File: config.mk
export PLATFORM = sky130hd
export DESIGN_NAME = fractal_iter
export DESIGN_NICKNAME = d
export VERILOG_FILES = /design/src/rtl/fractal_pkg.sv /design/src/rtl/mul.sv /design/src/rtl/fractal_iter.sv
export SDC_FILE = /design/constraint.sdc
export NUM_CORES = 2
export LEC_CHECK = 0
export ABC_AREA = 1
export BUFFER_PORTS_ARGS = -buffer_cell sky130_fd_sc_hd__buf_2
export CORE_MARGIN = 2
export CORE_UTILIZATION = 45
export CTS_BUF_LIST = sky130_fd_sc_hd__clkbuf_16
export DETAILED_ROUTE_END_ITERATION = 7
export SLEW_MARGIN = 20
export SYNTH_ARGS = -nofsm -noshare
export SYNTH_HDL_FRONTEND = slang
export SYNTH_SLANG_ARGS = --single-unit
File: constraint.sdc
create_clock -name clk -period 6.72 [get_ports clk]
set_clock_uncertainty 0.05 [all_clocks]
set_input_delay 1.008 -clock clk [delete_from_list [all_inputs] [get_ports clk]]
set_output_delay 1.008 -clock clk [all_outputs]
set_load 0.02 [all_outputs]
File: src/rtl/fractal_pkg.sv
// Shared types for the escape-time fractal iterator: FSM state encoding and job mode values.
package fractal_pkg;
  typedef enum logic [2:0] {S_IDLE, S_SQX, S_SQY, S_XY, S_TEST, S_OUT} state_e;
  localparam logic MODE_MANDEL = 1'b0;
  localparam logic MODE_JULIA  = 1'b1;
endpackage

File: src/rtl/mul.sv
// Signed fixed-point multiplier: result and done one cycle after start, ovf when the
// rescaled product does not fit in WIDTH signed bits.
module mul #(
  parameter int WIDTH = 25,
  parameter int FBITS = 21
) (
  input  logic                    clk,
  input  logic                    rst,
  input  logic                    start,
  input  logic signed [WIDTH-1:0] a,
  input  logic signed [WIDTH-1:0] b,
  output logic signed [WIDTH-1:0] p,
  output logic                    done,
  output logic                    ovf
);
  logic signed [2*WIDTH-1:0] prod;
  logic signed [2*WIDTH-1:0] sh;
  logic                      ovf_c;

  assign prod  = a * b;
  assign sh    = prod >>> FBITS;
  // Everything above the result sign bit must be pure sign extension.
  assign ovf_c = (sh[2*WIDTH-1:WIDTH-1] != {(WIDTH+1){sh[WIDTH-1]}});

  always_ff @(posedge clk or posedge rst) begin
    if (rst) begin
      p    <= '0;
      done <= 1'b0;
      ovf  <= 1'b0;
    end else begin
      done <= start;
      if (start) begin
        p   <= sh[WIDTH-1:0];
        ovf <= ovf_c;
      end
    end
  end
endmodule

File: src/rtl/fractal_iter.sv
// Escape-time iterator for one pixel (Mandelbrot or Julia) using a single shared
// multiplier for x*x, y*y and x*y per pass, with valid/ready job and result handshakes.
module fractal_iter
  import fractal_pkg::*;
#(
  parameter int FP_WIDTH = 25,
  parameter int FP_INT   = 4,
  parameter int ITERW    = 8,
  parameter int TAGW     = 16
) (
  input  logic                       clk,
  input  logic                       rst_n,
  input  logic                       in_valid,
  output logic                       in_ready,
  input  logic                       mode,
  input  logic signed [FP_WIDTH-1:0] re,
  input  logic signed [FP_WIDTH-1:0] im,
  input  logic signed [FP_WIDTH-1:0] c_re,
  input  logic signed [FP_WIDTH-1:0] c_im,
  input  logic        [ITERW-1:0]    iter_max,
  input  logic        [TAGW-1:0]     in_tag,
  output logic                       out_valid,
  input  logic                       out_ready,
  output logic        [ITERW-1:0]    out_iter,
  output logic                       out_escaped,
  output logic        [TAGW-1:0]     out_tag,
  output logic                       busy
);
  localparam int FBITS = FP_WIDTH - FP_INT;
  localparam logic signed [FP_WIDTH:0] FOUR =
    {{(FP_WIDTH-FBITS-2){1'b0}}, 3'b100, {FBITS{1'b0}}};

  state_e state_q, state_d;
  logic signed [FP_WIDTH-1:0] x_q, x_d, y_q, y_d, cre_q, cre_d, cim_q, cim_d;
  logic signed [FP_WIDTH-1:0] x2_q, x2_d, y2_q, y2_d, xy_q, xy_d;
  logic [ITERW-1:0] iter_q, iter_d, itmax_q, itmax_d, oiter_q, oiter_d;
  logic [TAGW-1:0]  tag_q, tag_d;
  logic ovf_q, ovf_d, pend_q, pend_d, oesc_q, oesc_d;

  logic                       mul_start, mul_done, mul_ovf;
  logic signed [FP_WIDTH-1:0] mul_a, mul_b, mul_p;
  logic signed [FP_WIDTH:0]   mag;
  logic                       escaped;

  mul #(.WIDTH(FP_WIDTH), .FBITS(FBITS)) u_mul (
    .clk(clk), .rst(!rst_n), .start(mul_start), .a(mul_a), .b(mul_b),
    .p(mul_p), .done(mul_done), .ovf(mul_ovf)
  );

  // One extra bit so the sum of two squares never wraps before the compare.
  assign mag     = {x2_q[FP_WIDTH-1], x2_q} + {y2_q[FP_WIDTH-1], y2_q};
  assign escaped = (mag > FOUR) || ovf_q;

  assign in_ready    = (state_q == S_IDLE);
  assign busy        = (state_q != S_IDLE);
  assign out_valid   = (state_q == S_OUT);
  assign out_iter    = oiter_q;
  assign out_escaped = oesc_q;
  assign out_tag     = tag_q;

  always_comb begin
    state_d = state_q;
    x_d = x_q;  y_d = y_q;  cre_d = cre_q;  cim_d = cim_q;
    x2_d = x2_q;  y2_d = y2_q;  xy_d = xy_q;
    iter_d = iter_q;  itmax_d = itmax_q;  oiter_d = oiter_q;  oesc_d = oesc_q;
    tag_d = tag_q;  ovf_d = ovf_q;  pend_d = pend_q;
    mul_start = 1'b0;
    mul_a = x_q;
    mul_b = x_q;
    case (state_q)
      S_IDLE: if (in_valid) begin
        state_d = S_SQX;
        iter_d  = '0;
        ovf_d   = 1'b0;
        tag_d   = in_tag;
        itmax_d = iter_max;
        if (mode == MODE_JULIA) begin
          x_d = re;  y_d = im;  cre_d = c_re;  cim_d = c_im;
        end else begin
          x_d = '0;  y_d = '0;  cre_d = re;  cim_d = im;
        end
      end
      S_SQX, S_SQY, S_XY: begin
        if (state_q == S_SQY) begin
          mul_a = y_q;  mul_b = y_q;
        end else if (state_q == S_XY) begin
          mul_b = y_q;
        end
        mul_start = !pend_q;
        if (!pend_q) pend_d = 1'b1;
        if (mul_done) begin
          pend_d = 1'b0;
          ovf_d  = ovf_q | mul_ovf;
          case (state_q)
            S_SQX:   begin x2_d = mul_p; state_d = S_SQY;  end
            S_SQY:   begin y2_d = mul_p; state_d = S_XY;   end
            default: begin xy_d = mul_p; state_d = S_TEST; end
          endcase
        end
      end
      S_TEST: begin
        if (escaped || iter_q == itmax_q) begin
          oiter_d = iter_q;
          oesc_d  = escaped;
          state_d = S_OUT;
        end else begin
          x_d     = x2_q - y2_q + cre_q;
          y_d     = {xy_q[FP_WIDTH-2:0], 1'b0} + cim_q;
          iter_d  = iter_q + ITERW'(1);
          ovf_d   = 1'b0;
          state_d = S_SQX;
        end
      end
      S_OUT: if (out_ready) state_d = S_IDLE;
      default: state_d = S_IDLE;
    endcase
  end

  always_ff @(posedge clk or negedge rst_n) begin
    if (!rst_n) begin
      state_q <= S_IDLE;
      x_q <= '0;  y_q <= '0;  cre_q <= '0;  cim_q <= '0;
      x2_q <= '0;  y2_q <= '0;  xy_q <= '0;
      iter_q <= '0;  itmax_q <= '0;  oiter_q <= '0;  oesc_q <= 1'b0;
      tag_q <= '0;  ovf_q <= 1'b0;  pend_q <= 1'b0;
    end else begin
      state_q <= state_d;
      x_q <= x_d;  y_q <= y_d;  cre_q <= cre_d;  cim_q <= cim_d;
      x2_q <= x2_d;  y2_q <= y2_d;  xy_q <= xy_d;
      iter_q <= iter_d;  itmax_q <= itmax_d;  oiter_q <= oiter_d;  oesc_q <= oesc_d;
      tag_q <= tag_d;  ovf_q <= ovf_d;  pend_q <= pend_d;
    end
  end
endmodule

After elaboration in Yosys (flattened, before gate mapping):

Index checks and enable logic that the tools add are counted.

* bits in registers: 247
* input bits: 129
* output and inout port bits: 28
* word-level logic and storage cells: 85

* add/sub/neg operators: 5
* multipliers: 1
* magnitude comparators: 1
* eq/ne operators: 11
* muxes and demuxes: 30
* bitwise logic cells: 2
* reduce and logical (&&, ||, !) cells: 17

Operators with widths (number)
* two-way mux 25 bit: 13
* case mux 25 bit (2 select lines): 2
* adder 25 bit: 2
* multiplier 25 x 25 -> 50 bit: 1
* adder 25 x 25 -> 26 bit: 1
* greater-than comparator 26 x 25 -> 1 bit, second input constant: 1
* != test 25 bit: 1
* subtractor 25 bit: 1
* two-way mux 8 bit: 2
* case mux 8 bit (2 select lines): 1
* AND reduction 3 bit: 5
* two-way mux 3 bit: 4
* case mux 3 bit (4 select lines): 1
* adder 8 x 1 -> 8 bit, second input constant: 1
* equality test 8 bit: 1
* equality test 3 x 2 -> 1 bit, second input constant: 2
* equality test 3 bit, second input constant: 2
* case mux 3 bit (2 select lines): 1
* nonzero test 3 bit: 2
* two-way mux 1 bit: 5
* != test 2 x 1 -> 1 bit, second input constant: 2
* != test 2 bit, second input constant: 2
* AND reduction 2 bit: 2
* AND reduction 4 bit: 1
* other kinds (10): 11

Logic depth before layout (Yosys ltp):

* depth in word-level cells: 6
* gate-level depth with buffers: 39

By module:

A second synthesis with hierarchy kept.

* cells, all modules: 5624
* area, all modules: 40928.0 sq um

By module, submodules not included
* mul: times used 1, cells an instance 3388, area each 25668.4 sq um
* fractal_iter: times used 1, cells an instance 2236, area each 15259.6 sq um

Worst setup path before layout:

OpenSTA, ideal clock, no wires.

* path type: reg-to-reg
* start: register state_q[1]
* end: register u_mul.ovf
* arrival time: 7266 ps
* data required time: 6543 ps
* path slack: -723 ps
* cell stages (with the launch flop): 33
* path buffers: 3
* clock period less this slack: 7443 ps
* cell sequence: dfrtp_1 > nand2_2 > clkbuf_1 > buf_1 > nand2_1 > o21ai_1 > clkbuf_1 > nor2_1 > fa_1 > fa_1 > fa_1 > inv_1 > fa_1 > fa_1 > fa_1 > fa_1 > inv_1 > ha_1 > inv_1 > o21ai_0 > nand2_1 > nand2_1 > o21bai_1 > nand2_1 > o211ai_1 > a21oi_1 > nand2_1 > nand2_1 > nand2_1 > nand2_1 > nand2_1 > nor2_1 > a21boi_0

* word-level cells in the longest chain between the ends: 6
* elaborated cells between the ends (all ways): 12
* those cells by class: 1 x mul; 4 x eq/ne; 6 x mux; 1 x reduce/logical

RTL lines
* start, declared: line fractal_iter.sv:33 `state_e state_q, state_d;`
* start signal, assigned: line fractal_iter.sv:127 `state_q <= state_d;`
* equality test 3 x 2 -> 1 bit: line fractal_iter.sv:70, fractal_iter.sv:86
* two-way mux 25 bit: line fractal_iter.sv:86 `end else if (state_q == S_XY) begin`
* two-way mux 25 bit: line fractal_iter.sv:84 `if (state_q == S_SQY) begin`
* two-way mux 25 bit: line fractal_iter.sv:70 `case (state_q)`
* multiplier 25 x 25 -> 50 bit: line mul.sv:20 `assign prod = a * b;`
* != test 25 bit: line mul.sv:23 `assign ovf_c = (sh[2*WIDTH-1:WIDTH-1] != {(WIDTH+1){sh[WIDTH-1]}});`
* end signal, assigned: line mul.sv:34 `ovf <= ovf_c;`
* end, declared: line mul.sv:14 `output logic ovf`

Several ways; a longest one is shown, not always the timed one.
A chain may end at the register's enable or synchronous reset.

Final worst setup path:

* start: register state_q[2]
* end: register u_mul.ovf

Same word-level chain as after synthesis.

==> impl_metrics.yaml <==
floorplan:
  row_count: 107
  dieArea_mm2: 0.08885
  floorplan.initialDensity: 0.4556
  io_pins: 157
  die_w_um: 298.1
  die_h_um: 298.1
  design.core.area_mm2: 0.08541
cts:
  cts_tree: "yes"
  clockRootBuffer: "clkbuf_16"
  cts_inserted_buffers: 28
  cts_hold_buf: 0
  htreeDepth: 1
  numClockSinks: 247
  insertion_delay_ns: 0.57
  clk_path_buf_depth: 3
  path_clk_slew_ns: 0.06
setup_path:
  slowest_stage: "fa_1"
  crit_fanout: 7
  crit_path_end_kind: "flop"
  cp_slowest_stage_delay_ns: 0.54
  r2r-start: "state_q[2]"
  cp-startpoint: "state_q[2]"
  ff2ff_setup_slack_ns: -0.60
  crit_type: "flop to flop"
  start_kind: "flop"
  crit_required_ns: 7.13
  arrival_ns: 7.73
detailed_routing:
  drt-total-wl_mm: 132.4
  wl_per_cell_um: 19.45
  drt_iter0_drc: 2689
  firstDrtPassIters: 6
  drc: 0
  drt-vias-per-instance: 5.111
  ant_nets: 0
  dr_total_vias: 34780
grt:
  grt_start_max_net_pins: 132
  grt_first_pass_wirelength_mm: 205.7
  overflow: 0
  grt_usage: 0.3014
  grt_pass1_vias: 35180
  antenna_found_initial: 7
timing:
  relSlewSlack: 0.3367
  fin_hold_ws_ns: 0.4011
  timing.final.crit_share: 1.089
  drv_slew: 0
  clock.fmax_mhz: 136.6
  setup_slack_ns: -0.5985
  rsz0062_at_grt: "true"
  period_needed_ns: 7.319
  worstMarginPinSlew_ns: 0.9949
  finalHoldViolCount: 0
  setup_viol: 26
hold_path:
  hold_class: "primary input to async pin"
logic_synthesis:
  syn_inst: 5080
  synth_cell_type_count: 44
  seq_area_frac_synth: 0.1588
  ys_async_sr_fraction: 1.000
  synth_area_per_cell_um2: 7.661
  syn-num-nets: 6104
  netlist_area_mm2: 0.03892
  synth_edf_count: 0
  synthFlopType: "dfrtp_1"
  synth-seq-cells: 247
  yosysWarnings: 0
place:
  post-place-ws_ns: -0.9411
  place_congestion: 0.9724
  hpwlAfterDp_mm: 110.7
  dp.cells: 6697
  port_buffers: 156
outcome:
  status: "finished with violations"
  violations: "setup timing"
final_layout:
  drive_gt1_frac: 0.1986
  area_delta_synth_final_pct: 24.80
  final_cell_count_no_fill: 6805
  nets: 6667
  post-route-util: 0.5686
flow_run:
  maxCapViolCount: 0
timing repair:
item,CTS,global route
gates resized for setup,272,217
endpoints found under the setup margin,26,26
cloned,4,3
pin swaps,70,54
buffers inserted,31,25
stage by stage:
step           setup TNS, ns  area (µm²)
6_report              -10.32       48570
5_1_grt               -15.45       48570
4_1_cts               -9.962       47470
3_5_place_dp          -19.14       45140
3_3_place_gp          -18.05       45140
2_1_floorplan       -0.02734       39240
cell families (layout without fill, tap and decap cells):
kind of cell | Yosys count | count (layout) | synth area share
other cells | 0 | 1 | 0
simple gates | 1984 | 1984 | 0.2024
buf+inv | 1335 | 1915 | 0.1295
xor+xnor | 65 | 65 | 0.01463
compound gates | 553 | 553 | 0.07481
fa+ha+maj | 895 | 895 | 0.4195
flops | 247 | 247 | 0.1588
mux | 1 | 1 | 0.0002893
cell usage after synthesis (2+ instances only):
| cell | count | area share |
|---|---|---|
| a21oi_1 | 141 | 0.018 |
| buf_1 | 2 | 0.00019 |
| clkbuf_1 | 162 | 0.016 |
| a21o_1 | 4 | 0.00077 |
| o21a_1 | 3 | 0.00058 |
| dfrtp_1 | 247 | 0.16 |
| xnor2_1 | 36 | 0.0081 |
| nand3b_1 | 2 | 0.00039 |
| o211ai_1 | 6 | 0.0012 |
| buf_4 | 2 | 0.00039 |
| o21ai_0 | 323 | 0.042 |
| o21bai_1 | 13 | 0.0025 |
| o2bb2ai_1 | 2 | 0.00045 |
| xor2_1 | 29 | 0.0065 |
| buf_6 | 2 | 0.00058 |
| nor3_1 | 21 | 0.0027 |
| buf_2 | 6 | 0.00077 |
| a31oi_1 | 4 | 0.00064 |
| nor3b_1 | 2 | 0.00039 |
| nand2_2 | 3 | 0.00048 |
| or2_2 | 18 | 0.0029 |
| nand3_2 | 2 | 0.00051 |
| o21ai_1 | 24 | 0.0031 |
| ha_1 | 212 | 0.068 |
| nand3_1 | 159 | 0.020 |
| nand4_1 | 26 | 0.0042 |
| a21boi_0 | 8 | 0.0015 |
| a211oi_1 | 6 | 0.0012 |
| fa_1 | 683 | 0.35 |
| clkinv_1 | 7 | 0.00068 |
| inv_1 | 1154 | 0.11 |
| nor2_1 | 486 | 0.047 |
| nor2_2 | 3 | 0.00048 |
| o22ai_1 | 16 | 0.0026 |
| nand2_1 | 1245 | 0.12 |
| nor4_1 | 13 | 0.0021 |
area by class of cell:
cell class              count  area [µm²]
diodes                      1       2.502
inverters                1161        4419
clock buffers              29       725.7
clock inverters            18       183.9
flip-flops and latches    247        6182
multi-input cells        3498       29500
repair buffers            707        6121
fillers                  7990       36850
well taps                1144        1431
cell usage in the layout (no fill, tap or decap), types with 17 or more instances in the layout:
master     instances
o21ai_4           27
dfrtp_1          246
o21ai_2           30
a21oi_1          101
ha_1             182
ha_4              26
nor2_4            19
nand3_1          154
nand2_4           17
buf_2            155
nand2_2           34
buf_6             42
inv_1           1109
xor2_1            26
a21oi_2           31
buf_12            71
buf_4            428
nor2_1           428
inv_2             35
xnor2_1           30
nor2_2            43
o21ai_0          257
nand2_1         1195
clkbuf_16         32
or2_2             18
o21ai_1           33
fa_2              29
fa_1             654
nand4_1           26
registers in the layout, indices dropped and copies added (netlist names):
signal / count
x_q: 25
cre_q: 25
u_mul.p: 25
y2_q: 25
state_q: 3
u_mul.done: 1
itmax_q: 8
out_tag: 16
out_escaped: 1
out_iter: 8
pend_q: 1
xy_q: 24
y_q: 25
x2_q: 25
ovf_q: 1
iter_q: 8
u_mul.ovf: 1
cim_q: 25
path summary, 6_finish.rpt:
| kind | to | cells after the start |
|---|---|---|
| worst max-delay path | u_mul.ovf | 37 |
| min in group clk | out_iter[5] | 2 |
| worst min register to register | out_iter[5] | 2 |
| worst min-delay path | cre_q[23] | 1 |
| worst max register to register | u_mul.ovf | 37 |
| max in group asynchronous | state_q[1] | 2 |
routing by layer:
metal | track usage | vias to the layer above | routed length, µm
met4 | 0.09871 | 6 | 5385
met1 | 0.4250 | 16960 | 56660
li1 | - | 16240 | -
met3 | 0.05943 | 233 | 10890
met2 | 0.4668 | 1341 | 59370
met5 | 0 | - | 45
worst max-delay path, delay by kind of cell (launching register included):
family	cells	cell delay [ns]
and+or+nand+nor	13	1.28
DFF	1	0.40
AOI/OAI and AO/OA	2	0.25
buffers and inverters	14	1.47
adders and majority gates	8	3.74
Power is not shown: default switching activity piles up to over one toggle a cycle in this logic, so the estimate is an artifact.
